File: src/rtl/compressor_tree_pipe_if.sv
// Operand/result stream bundle for compressor_tree_pipe; result_o exists only
// when COMPRESSOR_TREE_CPA_EN is defined.
interface compressor_tree_pipe_if #(
    parameter int NUM_IN   = 8,
    parameter int IN_SIZE  = 14,
    parameter int OUT_SIZE = 18
);
    logic                in_valid_i;
    logic                in_ready_o;
    logic [IN_SIZE-1:0]  in_i [NUM_IN];
    logic                out_valid_o;
    logic                out_ready_i;
    logic [OUT_SIZE-1:0] sum_o;
    logic [OUT_SIZE-1:0] carry_o;
`ifdef COMPRESSOR_TREE_CPA_EN
    logic [OUT_SIZE-1:0] result_o;
`endif

    modport master (
        output in_valid_i, in_i, out_ready_i,
`ifdef COMPRESSOR_TREE_CPA_EN
        input  result_o,
`endif
        input  in_ready_o, out_valid_o, sum_o, carry_o
    );

    modport slave (
        input  in_valid_i, in_i, out_ready_i,
`ifdef COMPRESSOR_TREE_CPA_EN
        output result_o,
`endif
        output in_ready_o, out_valid_o, sum_o, carry_o
    );
endinterface

File: src/rtl/compressor_tree_pipe.sv
// Pipelined 4:2 compressor tree reducing NUM_IN signed operands to a sum/carry pair.
// Define COMPRESSOR_TREE_CPA_EN to add a registered carry-propagate stage (result_o).
module compressor_tree_pipe #(
    parameter int NUM_IN   = 8,
    parameter int IN_SIZE  = 14,
    parameter int OUT_SIZE = 18
) (
    input  logic                   clk_i,
    input  logic                   rst_i,
    input  logic                   flush_i,
    compressor_tree_pipe_if.slave  bus
);
    localparam int unsigned LEVELS = $clog2(NUM_IN) - 1;
    localparam int unsigned W      = NUM_IN / 2;

    typedef logic [OUT_SIZE-1:0] vec_t;

    vec_t              stg_d [LEVELS][W];
    vec_t              stg_q [LEVELS][W];
    logic [LEVELS-1:0] vld_d;
    logic [LEVELS-1:0] vld_q;

    logic out_valid;
    logic stall;
    logic in_fire;

    function automatic vec_t sext(input logic [IN_SIZE-1:0] x);
        return OUT_SIZE'(signed'(x));
    endfunction

    // Two chained full-adder rows: a+b+c+d == s+k (mod 2^OUT_SIZE).
    function automatic logic [2*OUT_SIZE-1:0] compress42(input vec_t a, input vec_t b,
                                                         input vec_t c, input vec_t d);
        vec_t s1, k1, s, k;
        s1 = a ^ b ^ c;
        k1 = ((a & b) | (a & c) | (b & c)) << 1;
        s  = s1 ^ k1 ^ d;
        k  = ((s1 & k1) | (s1 & d) | (k1 & d)) << 1;
        return {s, k};
    endfunction

    assign stall          = out_valid && !bus.out_ready_i;
    assign bus.in_ready_o = !stall && !flush_i;
    assign in_fire        = bus.in_valid_i && bus.in_ready_o;

    always_comb begin
        vec_t                  src [NUM_IN];
        logic                  src_vld;
        logic [2*OUT_SIZE-1:0] pair;
        stg_d = stg_q;
        vld_d = vld_q;
        pair  = '0;
        for (int unsigned i = 0; i < NUM_IN; i++) src[i] = sext(bus.in_i[i]);
        src_vld = in_fire;
        // Each level consumes the previous level's registers; src is refilled per level.
        for (int unsigned l = 0; l < LEVELS; l++) begin
            if (flush_i) begin
                vld_d[l] = 1'b0;
            end else if (!stall) begin
                vld_d[l] = src_vld;
                if (src_vld) begin
                    for (int unsigned g = 0; g < (NUM_IN >> (l + 2)); g++) begin
                        pair = compress42(src[4*g], src[4*g+1], src[4*g+2], src[4*g+3]);
                        stg_d[l][2*g]   = pair[2*OUT_SIZE-1:OUT_SIZE];
                        stg_d[l][2*g+1] = pair[OUT_SIZE-1:0];
                    end
                end
            end
            for (int unsigned i = 0; i < NUM_IN; i++) src[i] = '0;
            for (int unsigned i = 0; i < W; i++) src[i] = stg_q[l][i];
            src_vld = vld_q[l];
        end
    end

    always_ff @(posedge clk_i or posedge rst_i) begin
        if (rst_i) begin
            stg_q <= '{default: '0};
            vld_q <= '0;
        end else begin
            stg_q <= stg_d;
            vld_q <= vld_d;
        end
    end

`ifdef COMPRESSOR_TREE_CPA_EN
    vec_t cpa_sum_d, cpa_sum_q;
    vec_t cpa_carry_d, cpa_carry_q;
    vec_t result_d, result_q;
    logic cpa_vld_d, cpa_vld_q;

    always_comb begin
        cpa_sum_d   = cpa_sum_q;
        cpa_carry_d = cpa_carry_q;
        result_d    = result_q;
        cpa_vld_d   = cpa_vld_q;
        if (flush_i) begin
            cpa_vld_d = 1'b0;
        end else if (!stall) begin
            cpa_vld_d = vld_q[LEVELS-1];
            if (vld_q[LEVELS-1]) begin
                cpa_sum_d   = stg_q[LEVELS-1][0];
                cpa_carry_d = stg_q[LEVELS-1][1];
                result_d    = stg_q[LEVELS-1][0] + stg_q[LEVELS-1][1];
            end
        end
    end

    always_ff @(posedge clk_i or posedge rst_i) begin
        if (rst_i) begin
            cpa_sum_q   <= '0;
            cpa_carry_q <= '0;
            result_q    <= '0;
            cpa_vld_q   <= 1'b0;
        end else begin
            cpa_sum_q   <= cpa_sum_d;
            cpa_carry_q <= cpa_carry_d;
            result_q    <= result_d;
            cpa_vld_q   <= cpa_vld_d;
        end
    end

    assign out_valid       = cpa_vld_q;
    assign bus.sum_o       = cpa_sum_q;
    assign bus.carry_o     = cpa_carry_q;
    assign bus.result_o    = result_q;
`else
    assign out_valid       = vld_q[LEVELS-1];
    assign bus.sum_o       = stg_q[LEVELS-1][0];
    assign bus.carry_o     = stg_q[LEVELS-1][1];
`endif

    assign bus.out_valid_o = out_valid;
endmodule

File: src/flat_wrapper.sv
// flat-port wrapper written by rule: the top's interface ports become plain ports
module compressor_tree_pipe_flat 
#(
    parameter int NUM_IN   = 8,
    parameter int IN_SIZE  = 14,
    parameter int OUT_SIZE = 18
)
  (clk_i, rst_i, flush_i, bus_in_valid_i, bus_in_i, bus_out_ready_i, bus_in_ready_o, bus_out_valid_o, bus_sum_o, bus_carry_o);
  compressor_tree_pipe_if #(.NUM_IN(NUM_IN), .IN_SIZE(IN_SIZE), .OUT_SIZE(OUT_SIZE)) bus_i ();
  input  logic clk_i;
  input  logic rst_i;
  input  logic flush_i;
  input wire logic [$bits(bus_i.in_valid_i)-1:0] bus_in_valid_i;
  input wire logic [$bits(bus_i.in_i)-1:0] bus_in_i;
  input wire logic [$bits(bus_i.out_ready_i)-1:0] bus_out_ready_i;
  output wire logic [$bits(bus_i.in_ready_o)-1:0] bus_in_ready_o;
  output wire logic [$bits(bus_i.out_valid_o)-1:0] bus_out_valid_o;
  output wire logic [$bits(bus_i.sum_o)-1:0] bus_sum_o;
  output wire logic [$bits(bus_i.carry_o)-1:0] bus_carry_o;
  assign bus_i.in_valid_i = bus_in_valid_i;
  assign bus_i.in_i = {>>{bus_in_i}};
  assign bus_i.out_ready_i = bus_out_ready_i;
  assign bus_in_ready_o = bus_i.in_ready_o;
  assign bus_out_valid_o = bus_i.out_valid_o;
  assign bus_sum_o = bus_i.sum_o;
  assign bus_carry_o = bus_i.carry_o;
  compressor_tree_pipe #(.NUM_IN(NUM_IN), .IN_SIZE(IN_SIZE), .OUT_SIZE(OUT_SIZE)) u_core (.clk_i(clk_i), .rst_i(rst_i), .flush_i(flush_i), .bus(bus_i));
endmodule
File: config.mk
export PLATFORM = sky130hd
export DESIGN_NAME = compressor_tree_pipe_flat
export DESIGN_NICKNAME = d
export VERILOG_FILES = /design/src/rtl/compressor_tree_pipe_if.sv /design/src/rtl/compressor_tree_pipe.sv /design/src/flat_wrapper.sv
export SDC_FILE = /design/constraint.sdc
export NUM_CORES = 1
export LEC_CHECK = 0
export ABC_CLOCK_PERIOD_IN_PS = 4590
export CAP_MARGIN = 20
export CORE_ASPECT_RATIO = 0.7
export CORE_MARGIN = 3
export CORE_UTILIZATION = 50
export DETAILED_ROUTE_END_ITERATION = 10
export HOLD_SLACK_MARGIN = 0.06
export PLACE_DENSITY_LB_ADDON = 0.2
export SYNTH_ARGS = -nofsm -noshare
export SYNTH_HDL_FRONTEND = slang
export SYNTH_SLANG_ARGS = --single-unit
File: constraint.sdc
create_clock -name clk_i -period 4.59 [get_ports clk_i]
set_input_delay 0.918 -clock clk_i [delete_from_list [all_inputs] [get_ports clk_i]]
set_output_delay 0.918 -clock clk_i [all_outputs]
set_load 0.02 [all_outputs]
**Yosys cells after proc, flatten, opt, wreduce, memory -nomap -nowiden**

Cells that the tools add are included.

- Equal/unequal tests: 1
- Muxes and demuxes: 4
- Bitwise logic cells: 44
- Reduce and logical (&&, ||, !) cells: 8

Operators with widths:

| cell | number |
|---|---|
| 17-bit AND | 18 |
| 18-bit bitwise XOR | 12 |
| 17-bit OR | 12 |
| 3-bit AND reduction | 2 |
| 1-bit two-way mux | 4 |
| 1-bit logical AND | 3 |
| 1-bit zero test | 3 |
| 2-bit != test, second input constant | 1 |
| 1-bit NOT | 2 |

- Flip-flop bits (word level): 107
- Bits of input ports: 117
- Logic and storage cells: 64

**Logic depth before layout (Yosys ltp)**

- Word-level depth: 7
- Mapped depth: 5
- Gate-level depth less buffers: 5

**Worst setup path before layout**

OpenSTA, ideal clock, no wires.

- Path type: in2out
- Start: in bus_out_ready_i
- End: out bus_in_ready_o
- Data arrival time: 1,364 ps
- Slack: 2,308 ps
- Cell stages on the path: 3
- Path buffers: 1
- Cells stage by stage: nor2b_1 buf_6 nor2_1

- Word-level cells in the longest chain between the ends: 4

RTL lines:

| element | line | RTL |
|---|---|---|
| start, declared | flat_wrapper.sv:15 | `input wire logic [$bits(bus_i.out_ready_i)-1:0] bus_out_ready_i;` |
| 1-bit zero test | compressor_tree_pipe.sv:42 | `assign stall = out_valid && !bus.out_ready_i;` |
| 1-bit logical AND | compressor_tree_pipe.sv:42 |  |
| 1-bit zero test | compressor_tree_pipe.sv:43 | `assign bus.in_ready_o = !stall && !flush_i;` |
| 1-bit logical AND | compressor_tree_pipe.sv:43 |  |
| end, declared | flat_wrapper.sv:16 | `output wire logic [$bits(bus_i.in_ready_o)-1:0] bus_in_ready_o;` |

Every way passes these cells.

**Worst setup path in the final report**

Ends and elaborated chain as after synthesis.

==> results.json <==
{
  "critPathRequiredTime_ns": 3.67,
  "tightest_slew_ns": 0.9078,
  "syn_inst": 365,
  "hp-start": "u_core.stg_q[91]",
  "clock_skew_ns": 0.006496,
  "ys_ff_latch": 95,
  "hold_viol": 0,
  "worstPathBufferInverterCount": 2,
  "grt_max_degree": 75,
  "ys_seq_area_frac": 0.4134,
  "p_total_w": 0.003708,
  "drt_iter0_drc": 124,
  "numCtsBuffers": 9,
  "async_flop_share": 1.000,
  "final_cells": 644,
  "portBuffers": 152,
  "worst_skew_pair.late_latency_ns": 0.33,
  "tritoncts": "built",
  "synthTopCellsByArea": "dfrtp_1 41%, fa_1 30%, mux2_2 13%",
  "grt-busiest-layer": "met2",
  "status": "completed",
  "antenna_found_initial": 0,
  "drc": 0,
  "drive_gt1_frac": 0.1792,
  "met2_usage": 0.2906,
  "netlist_area_sq_mm": 0.005751,
  "hold_class": "flip-flop to flip-flop",
  "synth_top_area_frac": 0.4134,
  "clk_path_buf_depth": 2,
  "postRouteAntennaNets": 0,
  "wl_per_cell_um": 16.19,
  "wl_um": 10430,
  "cts-htree-levels": 3,
  "use_met1": 0.2453,
  "gp_congestion": 0.7201,
  "p_per_area_mw_per_mm2": 499.8,
  "dieArea_sq_mm": 0.01284,
  "num_vias": 3050,
  "ys_warn_count": 0,
  "cp_slowest_cell": "clkdlybuf4s50_1",
  "fin_crit_ns": 3.356,
  "crit_path_cell_trace": "clkdlybuf4s50_1 -> nor2b_1 -> nor2_1 -> clkdlybuf4s50_1",
  "critical_path_class": "input pin to output port",
  "crit_path_max_incr_delay_ns": 0.56,
  "grtUsageTotal": 0.1816,
  "layout.nets": 693,
  "yosysMostFrequentCell": "dfrtp_1",
  "synth_common_cells": "95 x dfrtp_1, 87 x fa_1, 66 x mux2_2, 39 x buf_4, 32 x inv_1",
  "crit_top_cell": "clkdlybuf4s50_1",
  "synth_edf_count": 0,
  "ys.flop_type": "dfrtp_1",
  "final_max_slew_viol_count": 0,
  "max-vdd-ir-drop_uv": 238.6,
  "setup_tns_ns": 0,
  "crit_family": "buffers and inverters",
  "dr.pass1.iters": 4,
  "clkTransAtPathRegs_ns": 0.06,
  "relSlewSlack": 0.3948,
  "clockRootBuffer": "clkbuf_16",
  "grt_pass1_vias": 3499,
  "rr_startpoint": "u_core.vld_q[1]",
  "initial_core_util": 0.5166,
  "yosys.area.top_type": "dfrtp_1",
  "p_leak_nw": 3.073,
  "core_region_area_sq_mm": 0.01113,
  "cp_max_fo": 5,
  "finalCritPeriodShare": 0.7312,
  "grt_pass1_wl_um": 17830,
  "synth_area_per_cell_sq_um": 15.75,
  "area_delta_synth_final_pct": 29.03,
  "max_freq_mhz": 298.0,
  "hpwl_um": 8356,
  "die_y_um": 95.73,
  "cts_resized": 0,
  "post-place-cells": 628,
  "rsz0062_at_grt": "false",
  "crit_path_start_kind": "input pin",
  "grt_overflow": 0,
  "num_rows": 32,
  "viasPerCell": 4.736,
  "ys_types": 13,
  "die_w_um": 134.2,
  "hold_buffers": 0,
  "cts_setup_buffers": 0,
  "io_pins": 155,
  "setup_viol": 0,
  "diodes": 0,
  "arrival_ns": 2.44,
  "maxCapViolations": 0,
  "gr-usage-met3": 0.05747,
  "crit_start": "bus_out_ready_i",
  "worstSetupEndpointType": "output port",
  "clock-sinks": 95
}
==> power by group <==
| part | switching, W | internal (W) | leakage (nW) |
|---|---|---|---|
| Sequential | 0.000203 | 0.00116 | 1.12 |
| Combinational | 0.000728 | 0.000878 | 1.81 |
| Clock | 0.000310 | 0.000434 | 0.144 |
==> flip-flops by register name, summed over array words and instances (netlist names) <==
register / count
u_core.bus.sum_o: 17
u_core.stg_q: 60
u_core.bus.carry_o: 16
u_core.vld_q: 2
==> cell families after synthesis <==
group | synth area share
fa+ha+maj | 0.3094
other cells | 0.0006521
simple gates | 0.01023
mux | 0.1808
buf+inv | 0.08551
flops | 0.4134
==> worst paths after layout <==
check                                          to  slack (ns)  cells after the start
worst min register to register   u_core.stg_q[91]        0.49                      1
min in group asynchronous         u_core.vld_q[1]        1.13                      2
worst min-delay path             u_core.stg_q[91]        0.49                      1
worst max-delay path               bus_in_ready_o        1.23                      4
max in group asynchronous       u_core.stg_q[129]        2.62                      3
worst max register to register  u_core.stg_q[136]        2.60                      4
==> final cells by class <==
class | instances | area (sq um)
clock buffers | 10 | 239.0
clock inverters | 6 | 60.06
fillers | 816 | 3711
inverters | 32 | 122.6
multi-input cells | 193 | 2885
flip-flops and latches | 95 | 2377
well taps | 153 | 191.4
repair buffers | 155 | 1544
==> placed cells by master (no fill, tap or decap), types with 2 or more instances in the layout <==
cell,instances
buf_4,3
nor2_1,4
clkbuf_16,9
clkdlybuf4s50_1,152
inv_1,31
fa_1,87
conb_1,2
mux2_2,66
clkinv_2,3
mux2i_1,15
nor3b_4,2
mux2_1,13
clkinvlp_4,2
ha_1,3
dfrtp_1,95
==> layer usage <==
metal | vias to the layer above | part of all wire
met1 | 1578 | 0.44
met3 | 7 | 0.066
met4 | 0 | 0.0095
met5 | - | 0
met2 | 94 | 0.48
li1 | 1371 | -
==> per-stage QoR <==
step | util | area, sq um | hold WS (ns) | setup WS [ns]
2_1_floorplan | - | 5754 | 0.4581 | 1.195
3_3_place_gp | 0.6397 | 7121 | 0.4728 | 1.268
3_5_place_dp | 0.6397 | 7121 | 0.4834 | 1.232
4_1_cts | 0.6666 | 7420 | 0.4981 | 1.224
5_1_grt | 0.6666 | 7420 | 0.5167 | 1.142
6_report | 0.6666 | 7420 | 0.4939 | 1.234
(Power assumes the default switching activity.)
